==> src/rtl/lut_table_serializer.sv <==
// Serial loader for a shift-register LUT: latches a table image and shifts it
// out MSB-first on sdo/sclk/cs_n, with each sclk phase lasting CLK_DIV cycles.
module lut_table_serializer #(
  parameter int TABLE_BITS = 64,
  parameter int CLK_DIV    = 2
) (
  input  logic                  clk,
  input  logic                  rst_n,
  input  logic                  start,
  input  logic [TABLE_BITS-1:0] table_in,
  output logic                  sdo,
  output logic                  sclk,
  output logic                  cs_n,
  output logic                  busy,
  output logic                  done
);

  localparam int CW = $clog2(TABLE_BITS);
  localparam int PW = $clog2(CLK_DIV + 1);
  localparam logic [CW-1:0] LAST_BIT   = CW'(TABLE_BITS - 1);
  localparam logic [PW-1:0] LAST_PHASE = PW'(CLK_DIV - 1);

  typedef enum logic [1:0] {IDLE, LOW, HIGH, FINISH} state_t;

  state_t                state;
  logic [TABLE_BITS-1:0] shadow;
  logic [CW-1:0]         bit_cnt;
  logic [PW-1:0]         phase;
  logic                  phase_end;

  assign phase_end = (phase == LAST_PHASE);

  // sdo only moves on the HIGH->LOW transition, so it is stable around every sclk rise
  always_ff @(posedge clk or negedge rst_n) begin
    if (!rst_n) begin
      state   <= IDLE;
      shadow  <= '0;
      bit_cnt <= '0;
      phase   <= '0;
      sdo     <= 1'b0;
      sclk    <= 1'b0;
      cs_n    <= 1'b1;
      busy    <= 1'b0;
      done    <= 1'b0;
    end else begin
      done <= 1'b0;
      case (state)
        IDLE: begin
          cs_n  <= 1'b1;
          sclk  <= 1'b0;
          sdo   <= 1'b0;
          phase <= '0;
          if (start) begin
            shadow  <= table_in;
            cs_n    <= 1'b0;
            sdo     <= table_in[TABLE_BITS-1];
            busy    <= 1'b1;
            bit_cnt <= '0;
            state   <= LOW;
          end
        end
        LOW: begin
          if (phase_end) begin
            phase <= '0;
            sclk  <= 1'b1;
            state <= HIGH;
          end else begin
            phase <= phase + 1'b1;
          end
        end
        HIGH: begin
          if (phase_end) begin
            phase <= '0;
            sclk  <= 1'b0;
            if (bit_cnt == LAST_BIT) begin
              state <= FINISH;
            end else begin
              shadow  <= {shadow[TABLE_BITS-2:0], 1'b0};
              sdo     <= shadow[TABLE_BITS-2];
              bit_cnt <= bit_cnt + 1'b1;
              state   <= LOW;
            end
          end else begin
            phase <= phase + 1'b1;
          end
        end
        FINISH: begin
          if (phase_end) begin
            phase <= '0;
            cs_n  <= 1'b1;
            sdo   <= 1'b0;
            busy  <= 1'b0;
            done  <= 1'b1;
            state <= IDLE;
          end else begin
            phase <= phase + 1'b1;
          end
        end
      endcase
    end
  end

endmodule

==> config.mk <==
export PLATFORM = sky130hd
export DESIGN_NAME = lut_table_serializer
export DESIGN_NICKNAME = d
export VERILOG_FILES = /design/src/rtl/lut_table_serializer.sv
export SDC_FILE = /design/constraint.sdc
export NUM_CORES = 1
export LEC_CHECK = 0
export BUFFER_PORTS_ARGS = -buffer_cell sky130_fd_sc_hd__buf_4
export CORE_ASPECT_RATIO = 2
export CORE_MARGIN = 1.5
export CORE_UTILIZATION = 55
export DETAILED_ROUTE_END_ITERATION = 16
export PLACE_DENSITY = 0.81
export SLEW_MARGIN = 25
export SYNTH_ARGS = -nofsm -noshare
export SYNTH_HDL_FRONTEND = slang
export SYNTH_SLANG_ARGS = --single-unit
==> constraint.sdc <==
create_clock -name clk -period 2.2 [get_ports clk]
set_input_delay 0.44 -clock clk [delete_from_list [all_inputs] [get_ports clk]]
set_output_delay 0.44 -clock clk [all_outputs]
set_load 0.005 [all_outputs]
# Yosys cells after proc, flatten, opt, wreduce, memory -nomap -nowiden
# Cells that the tools add are included.
# word_totals
regBits	78
input_bits	67
output_inout_bits	5
wordCells	62
# op_classes
addsub	2
eq_ne	10
n_mux	29
reduce_logical	12
# ops
cell	n
$mux 63	3
$pmux 63 s2	1
$mux 6	3
$mux 2	6
$pmux 6 s2	1
$reduce_and 4->1	3
$ne 2x2->1 const B	5
$mux 1	9
$pmux 2 s4	1
$add 6x1->6 const B	1
$eq 6x6->1 const B	1
$pmux 1 s3	2
$reduce_and 3->1	2
$reduce_bool 3->1	2
$eq 2x1->1 const B	2
$eq 2x2->1 const B	2
$pmux 1 s2	2
$pmux 2 s2	1
$reduce_bool 2->1	2
$reduce_or 3->1	1
$add 2x1->2 const B	1
$logic_not 2->1	1
$reduce_and 2->1	1

# Logic depth before layout (Yosys ltp)
# Gate-level depths: netlist of run 1.
# depth
word_depth	4
ltp_mapped	9
mapped_depth_nobuf	6

# Least setup slack after synthesis of run 1
# OpenSTA, ideal clock, no wires.
# synth_timing
path_kind	reg-to-reg
start	register state[0]
end	register bit_cnt[0]
arrival_ns	1.665
required_time_ns	2.075
setup_slack_ns	0.410
path_stages_with_launch	9
synth_period_minus_slack_ns	1.790
cell_sequence	dfrtp_1 inv_1 ha_1 nor2b_1 a211o_4 buf_6 buf_6 o21ai_0 o21ai_1
# synth_via
elab_chain_len	3
# synth_rtl
item	line	text
start: declaration	25	state_t state;
start signal: assignment	36	state <= IDLE;
start signal: assignment	59	state <= LOW;
start signal: assignment	66	state <= HIGH;
$eq 2x2->1 / $logic_not 2->1 (equally long branches)	47	case (state)
$ne 2x2->1 (no source line) / $reduce_bool 2->1 (equally long branches)	n/a	
$reduce_and 4->1 (no source line)	n/a	
end signal: assignment	80	bit_cnt <= bit_cnt + 1'b1;
end: declaration	27	logic [CW-1:0] bit_cnt;
# Several ways; a longest one is shown, not always the timed one.
# A chain may end at the register's enable or synchronous reset.

# Worst setup path in the final report of run 1
# layout_timing
start	register state[1]
end	register shadow[10]
# layout_via
elab_chain_len	3
# layout_rtl
item	line	text
$eq 2x2->1 / $logic_not 2->1 (equally long branches)	47	
$ne 2x2->1 (no source line) / $reduce_bool 2->1 (equally long branches)	n/a	
$reduce_and 4->1 (no source line)	n/a	
end signal: assignment	54	shadow <= table_in;
end signal: assignment	78	shadow <= {shadow[TABLE_BITS-2:0], 1'b0};
end: declaration	26	logic [TABLE_BITS-1:0] shadow;
# Several ways; a longest one is shown, not always the timed one.

==> results of run 1 <==
==> power breakdown <==
group          switching (W)  total (W)  internal, W
sequential       0.000000602    0.00144      0.00144
clock               0.000556    0.00164      0.00108
combinational      0.0000501   0.000132    0.0000818
total               0.000607    0.00321      0.00260
==> cells by family after synthesis <==
kind of cell    synth area share, %
compound gates                 21.7
flops                          50.5
mux                            16.0
buf+inv                        5.21
simple gates                   4.66
fa+ha+maj                      1.94
==> layout make-up <==
| class | instances | area, um^2 | area share [%] |
|---|---|---|---|
| multi-input combinational | 253 | 1730 | 35.8 |
| inverter | 3 | 11.3 | 0.232 |
| timing repair buffer | 83 | 698 | 14.4 |
| tap | 90 | 113 | 2.32 |
| sequential | 78 | 1950 | 40.3 |
| clock buffer | 13 | 270 | 5.58 |
| clock inverter | 3 | 65.1 | 1.34 |
==> Yosys cell counts, drive strengths merged, types with 2 or more instances <==
master / number / area (um^2)
a211o: 3 / 35.0
a211oi: 2 / 27.5
a21oi: 3 / 15.0
a31oi: 4 / 25.0
a41oi: 2 / 17.5
buf: 18 / 133
clkbuf: 14 / 57.6
dfrtp: 77 / 1930
ha: 6 / 75.1
inv: 3 / 11.3
mux2i: 62 / 621
nand2: 6 / 25.0
nand2b: 5 / 38.8
nand3: 3 / 15.0
nor2: 9 / 33.8
o21ai: 135 / 676
==> layer usage <==
metal / part of all wire (%) / vias up / routed length [um] / global-route usage, %
met2: 56 / 72 / 4770 / 42.8
met4: 2.9 / 0 / 249 / 12.2
met1: 38 / 1479 / 3220 / 27.6
met3: 3.5 / 17 / 295 / 4.43
li1: - / 1449 / - / -
met5: 0 / - / 0 / 0
==> stage by stage <==
| stage | instances | hold WS, ns | area, um^2 | util (%) |
|---|---|---|---|---|
| after floorplan | 366 | 0.144 | 3870 | - |
| after global placement | 506 | 0.413 | 4500 | 65.4 |
| after detailed placement | 506 | 0.411 | 4500 | 65.4 |
| after CTS | 522 | 0.0527 | 4840 | 70.2 |
| after global routing | 523 | 0.0726 | 4840 | 70.3 |
| final | 523 | 0.0453 | 4840 | 70.3 |
==> flip-flops by register name, summed over array words and instances, names as in the netlist <==
signal   cells
state        2
cs_n         1
phase        2
shadow      63
done         1
busy         1
sdo          1
sclk         1
bit_cnt      6
==> critical path, stage by stage (launching register included) <==
cell     delay [ns]
dfrtp_1        0.40
inv_1          0.12
ha_1           0.25
nor2b_1        0.20
a211o_4        0.42
buf_12         0.19
o21ai_0        0.18
o21ai_0        0.13
==> how the worst max path moves through the flow <==
stage | start | to | slack [ns]
after global placement | state[0]$_DFFE_PN0P_ | shadow[0]$_DFFE_PN0P_ | 0.28
after global routing | state[1]$_DFFE_PN0P_ | shadow[10]$_DFFE_PN0P_ | 0.005
after CTS | state[0]$_DFFE_PN0P_ | shadow[10]$_DFFE_PN0P_ | 0.09
after floorplan | state[0]$_DFFE_PN0P_ | bit_cnt[0]$_DFFE_PN0P_ | 0.41
final | state[1]$_DFFE_PN0P_ | shadow[10]$_DFFE_PN0P_ | 0.16
after detailed placement | state[0]$_DFFE_PN0P_ | shadow[24]$_DFFE_PN0P_ | 0.22
==> timing repair <==
action,4_1_cts,5_1_grt
hold buffers,0,0
endpoints found under the setup margin,0,1
gates resized for setup,0,0
buffers inserted,0,1
hold endpoints to repair,0,0
==> summary.md, run 1 <==
| Metric | Value |
|---|---|
| Syn avg cell area | `10.6 um^2` |
| Final Hold Viols | `0` |
| I/O Buffers | `71` |
| Slew margin rel. | `65.0%` |
| CTS HTree Levels | `3` |
| R2R Path End | `shadow[10]$_DFFE_PN0P_` |
| HP Class | `in2async` |
| # nets final | `501` |
| Status | `finished clean` |
| Ys Warns | `0` |
| Setup violations, final | `0` |
| Gpl congestion | `0.848` |
| Power Total | `0.00321 W` |
| Reg-to-reg startpoint | `state[1]$_DFFE_PN0P_` |
| WL/cell | `16.3 um` |
| Initial antenna violation count | `0` |
| Post-route clock period utilization | `92.9%` |
| Die height | `122 um` |
| Detailed Route WL | `8.54 mm` |
| Global-route wire length before repair | `14.2 mm` |
| Number of clock sinks | `78` |
| Setup TNS | `0 ns` |
| Yosys reg bits | `78` |
| Commonest non-fill, non-tap cells in the layout | `o21ai_0 (110), dfrtp_1 (77), buf_4 (77)` |
| DRC Markers | `0` |
| Worst Setup Slack post-DPL | `0.216 ns` |
| RSZ-0062 raised after global routing | `false` |
| Die X | `62.3 um` |
| Share of cells above drive strength 1 | `24.7%` |
| Seq/Total Area, Yosys | `50.5%` |
| EDFF count, synth | `0` |
| Worst-skew pair later-pin latency | `0.33 ns` |
| IO Count | `72` |
| Fillers | `526` |
| Crit path kind | `reg2reg` |
| Cell Area, Synth | `0.00387 mm^2` |
| Final Max Tran Viols | `0` |
| Max Cap Violations | `0` |
| Startpoint Class | `flop` |
| Synth unique cells | `38` |
| Most common cell after layout, fill and taps aside | `o21ai_0` |
| Area growth, synth to finish | `25.2%` |
| Vias per cell | `5.77` |
| Reg2reg setup slack | `0.16 ns` |
| GR Overflow Total | `0` |
| CTS clock-pin slew for the worst setup and hold paths | `0.06 ns` |
| Clock root cell | `clkbuf_16` |
| Worst EP arrival | `2.24 ns` |
| Synth Net Count | `439` |
| P per Cell Area | `662 mW/mm^2` |
| Core Region | `0.00689 mm^2` |
| # rows | `43` |
| FF-to-FF path depth | `7` |
| DRT antenna net count | `0` |
| Via total after detailed routing | `3017` |
| Async set-reset flop share out of synthesis | `100%` |
| Total routing usage reported by global routing | `24.1%` |
| TritonRoute pass-1 iters | `5` |
| N_diodes | `0` |
| Number of global-route vias before repair | `3128` |
| Critical Path Fanout Max | `26` |
| DP HPWL | `5.55 mm` |
| Die Area | `0.00758 mm^2` |
| WP data required | `2.40 ns` |
| Num CTS Buffers | `9` |
| Crit end category | `flop` |
| CTS tree | `yes` |
| Tightest Pin Transition | `0.520 ns` |
| P_leak | `2.64 nW` |
| Clock Skews | `0.00511 ns` |
| Synth Flop Type | `dfrtp_1` |
| Slack of the critical path | `0.157 ns` |
| Initial Util | `56.2%` |
| Largest net degree at the start of global routing | `66` |
| Post-Synthesis Cells | `366` |
| Iter 0 DRT Violations | `196` |
| Max clock buf depth | `2` |
| Worst vdd ir | `0.000648 V` |
| Fin crit period | `2.04 ns` |
| Peak Freq | `0.489 GHz` |
Power figures use the tool's default switching activity.
==> run 2: changes to the inputs <==
--- a/config.mk
+++ b/config.mk
@@ -11,6 +11,7 @@
 export CORE_UTILIZATION = 55
 export DETAILED_ROUTE_END_ITERATION = 16
 export PLACE_DENSITY = 0.81
+export SETUP_SLACK_MARGIN = 0.4
 export SLEW_MARGIN = 25
 export SYNTH_ARGS = -nofsm -noshare
 export SYNTH_HDL_FRONTEND = slang
==> summary.md, run 2 (synthesized netlist as in run 1, its figures left out) <==
| Metric | Value |
|---|---|
| Crit-path cells | `buf_6, ha_4, buf_4, a211o_4, buf_4, o21ai_0, o21ai_0` |
| Detailed Route WL | `8.94 mm (+4.7%)` |
| Largest stage delay on the critical path | `0.40 ns (-0.02 ns)` |
| Number of clock sinks | `78 (unchanged)` |
| Most common cell after layout, fill and taps aside | `buf_4` |
| Internal power | `0.00260 W (about the same)` |
| CTS clock-pin slew for the worst setup and hold paths | `0.06 ns (about the same)` |
| Gpl congestion | `0.848 (unchanged)` |
| Post-cts hold buffer count | `0 (unchanged)` |
| CTS HTree Levels | `3 (unchanged)` |
| Max reg flops | `63 (unchanged)` |
| I/O Buffers | `71 (unchanged)` |
| Reg2reg setup slack | `0.39 ns (+0.23 ns)` |
| DP Area | `0.00450 mm^2 (unchanged)` |
| P per Cell Area | `645 mW/mm^2 (-2.6%)` |
| R2R Path End | `shadow[43]$_DFFE_PN0P_` |
| Reg-to-reg startpoint | `state[1]$_DFFE_PN0P_` |
| HP Class | `in2async` |
| Sw power | `0.000613 W (+1.0%)` |
| Area growth, synth to finish | `28.8%` |
| Commonest non-fill, non-tap cells in the layout | `buf_4 (85), o21ai_0 (80), dfrtp_1 (77)` |
| Num CTS Buffers | `9 (unchanged)` |
| Initial antenna violation count | `0 (unchanged)` |
| DRC Markers | `0 (unchanged)` |
| Worst Setup SP | `state[1]$_DFFE_PN0P_` |
| Setup violations, final | `0 (unchanged)` |
| Final Util | `72.4% (+2.0 points)` |
| Worst-skew pair later-pin latency | `0.33 ns (about the same)` |
| Net Sw Frac | `19.1% (+0.15 points)` |
| Vias per cell | `5.73 (-0.66%)` |
| Initial Util | `56.2% (unchanged)` |
| GR Overflow Total | `0 (unchanged)` |
| Slew margin rel. | `71.1% (+6.0 points)` |
| CTS tree | `yes` |
| # rows | `43 (unchanged)` |
| Die Area | `0.00758 mm^2 (unchanged)` |
| TritonRoute pass-1 iters | `4 (-1)` |
| Max clock buf depth | `2 (unchanged)` |
| Critical Path Fanout Max | `10 (-62%)` |
| Clock share of power | `51.2% (about the same)` |
| Top Metal Used | `met4` |
| Wire length on met1 | `3.45 mm (+7.0%)` |
| WP data required | `2.41 ns (about the same)` |
| Max Cap Violations | `0 (unchanged)` |
| Die X | `62.3 um (unchanged)` |
| Core Region | `0.00689 mm^2 (unchanged)` |
| Global-route wire length before repair | `14.6 mm (+2.6%)` |
| Post-route clock period utilization | `82.3% (-11 points)` |
| IO Count | `72 (unchanged)` |
| Clock root cell | `clkbuf_16` |
| RSZ-0062 raised after global routing | `true` |
| Fin Hold WS | `0.0421 ns (-0.00324 ns)` |
| Wire length on met2 | `4.91 mm (+3.0%)` |
| Reg power frac | `44.7% (about the same)` |
| Startpoint Class | `flop` |
| Met3 WL | `269 um (-8.8%)` |
| N_diodes | `0 (unchanged)` |
| Post-route cell area | `0.00498 mm^2 (+2.9%)` |
| Share of cells above drive strength 1 | `28.4% (+3.7 points)` |
| CP max-delay cell | `dfrtp_1` |
| Crit end category | `flop` |
| Biggest regs | `shadow: 63 flops, bit_cnt: 6 flops` |
| P_leak | `2.69 nW (+2.1%)` |
| Fin crit period | `1.81 ns (-0.234 ns)` |
| Via total after detailed routing | `3060 (+1.4%)` |
| Die height | `122 um (unchanged)` |
| Final Hold Viols | `0 (unchanged)` |
| FF-to-FF path depth | `7 (unchanged)` |
| DRT antenna net count | `0 (unchanged)` |
| Clock Skews | `0.00410 ns (-0.00101 ns)` |
| Crit path kind | `reg2reg` |
| # nets final | `512 (+2.2%)` |
| WL/cell | `16.7 um (+2.5%)` |
| Number of global-route vias before repair | `3183 (+1.8%)` |
| Tightest Pin Transition | `0.434 ns (-0.0862 ns)` |
| DP HPWL | `5.55 mm (unchanged)` |
| Iter 0 DRT Violations | `250 (+28%)` |
| Setup TNS | `0 ns (unchanged)` |
| Total routing usage reported by global routing | `24.6% (+0.53 points)` |
| Peak Freq | `0.553 GHz (+13%)` |
| Final Max Tran Viols | `0 (unchanged)` |
| Worst EP arrival | `2.02 ns (-0.22 ns)` |
| Biggest register | `shadow` |
| Worst vdd ir | `0.000650 V (+0.33%)` |
| Largest net degree at the start of global routing | `66 (unchanged)` |
| Combinational power share | `4.1% (about the same)` |
| Status | `finished clean` |
==> run 2: cell types whose count changed in the layout (fill, tap and decap cells not counted), moves of 2 or more <==
| cell | previous run | this run |
|---|---|---|
| o21ai_1 | 25 | 54 |
| o21ai_0 | 110 | 80 |
| buf_6 | 0 | 3 |
| ha_1 | 5 | 3 |
| inv_2 | 0 | 2 |
| inv_1 | 3 | 1 |
| buf_4 | 77 | 85 |
==> run 2: worst max-delay path by stage <==
| stage | end | slack (ns) | cells after the start |
|---|---|---|---|
| after global placement | shadow[0]$_DFFE_PN0P_ | 0.28 | 7 |
| after global routing | shadow[40]$_DFFE_PN0P_ | 0.33 | 7 |
| after CTS | shadow[10]$_DFFE_PN0P_ | 0.40 | 7 |
| after floorplan | bit_cnt[0]$_DFFE_PN0P_ | 0.41 | 8 |
| final | shadow[43]$_DFFE_PN0P_ | 0.39 | 7 |
| after detailed placement | shadow[24]$_DFFE_PN0P_ | 0.22 | 7 |
==> run 2: cell type report <==
class | count | area, um^2
multi-input cells | 253 | 1780
clock buffers | 13 | 270
inverters | 3 | 11.3
clock inverters | 3 | 65.1
well taps | 90 | 113
repair buffers | 94 | 792
fillers | 507 | 1900
flip-flops and latches | 78 | 1950
==> run 2: repair_timing <==
item / 4_1_cts / 5_1_grt
pin swaps: 3 / 4
resized for setup: 10 / 35
setup endpoints to repair: 68 / 70
buffers inserted: 9 / 3
==> run 2: metrics by stage <==
| stage | std cells | worst slack [ns] | total power [W] |
|---|---|---|---|
| finish | 534 | 0.390 | 0.00322 |
| global route | 534 | 0.326 | 0.00330 |
| floorplan | 366 | 0.410 | 0.00147 |
| detailed placement | 506 | 0.216 | 0.00160 |
| global placement | 506 | 0.280 | 0.00160 |
| CTS | 531 | 0.400 | 0.00324 |
==> run 2: routing by layer <==
metal / GRT usage, % / vias up
met5: 0 / -
met4: 12.4 / 0
met3: 4.34 / 20
met2: 43.7 / 75
met1: 28.5 / 1495
li1: - / 1470
==> run 2: power groups by stage <==
| stage | clock [W] | combinational [W] | sequential, W |
|---|---|---|---|
| after floorplan | 0 | 0.00000454 | 0.00146 |
| after detailed placement | 0 | 0.000135 | 0.00146 |
| after global routing | 0.00172 | 0.000144 | 0.00144 |
| after CTS | 0.00167 | 0.000136 | 0.00144 |
| after global placement | 0 | 0.000133 | 0.00146 |
| final | 0.00165 | 0.000133 | 0.00144 |
==> run 2: worst max-delay path, delay by kind of cell, from the launching register on <==
family / cells / cell delay, ns
buffers and inverters: 3 / 0.46
flip-flops: 1 / 0.40
adder cells (fa/ha/maj): 1 / 0.18
AO/OA/AOI/OAI: 3 / 0.65
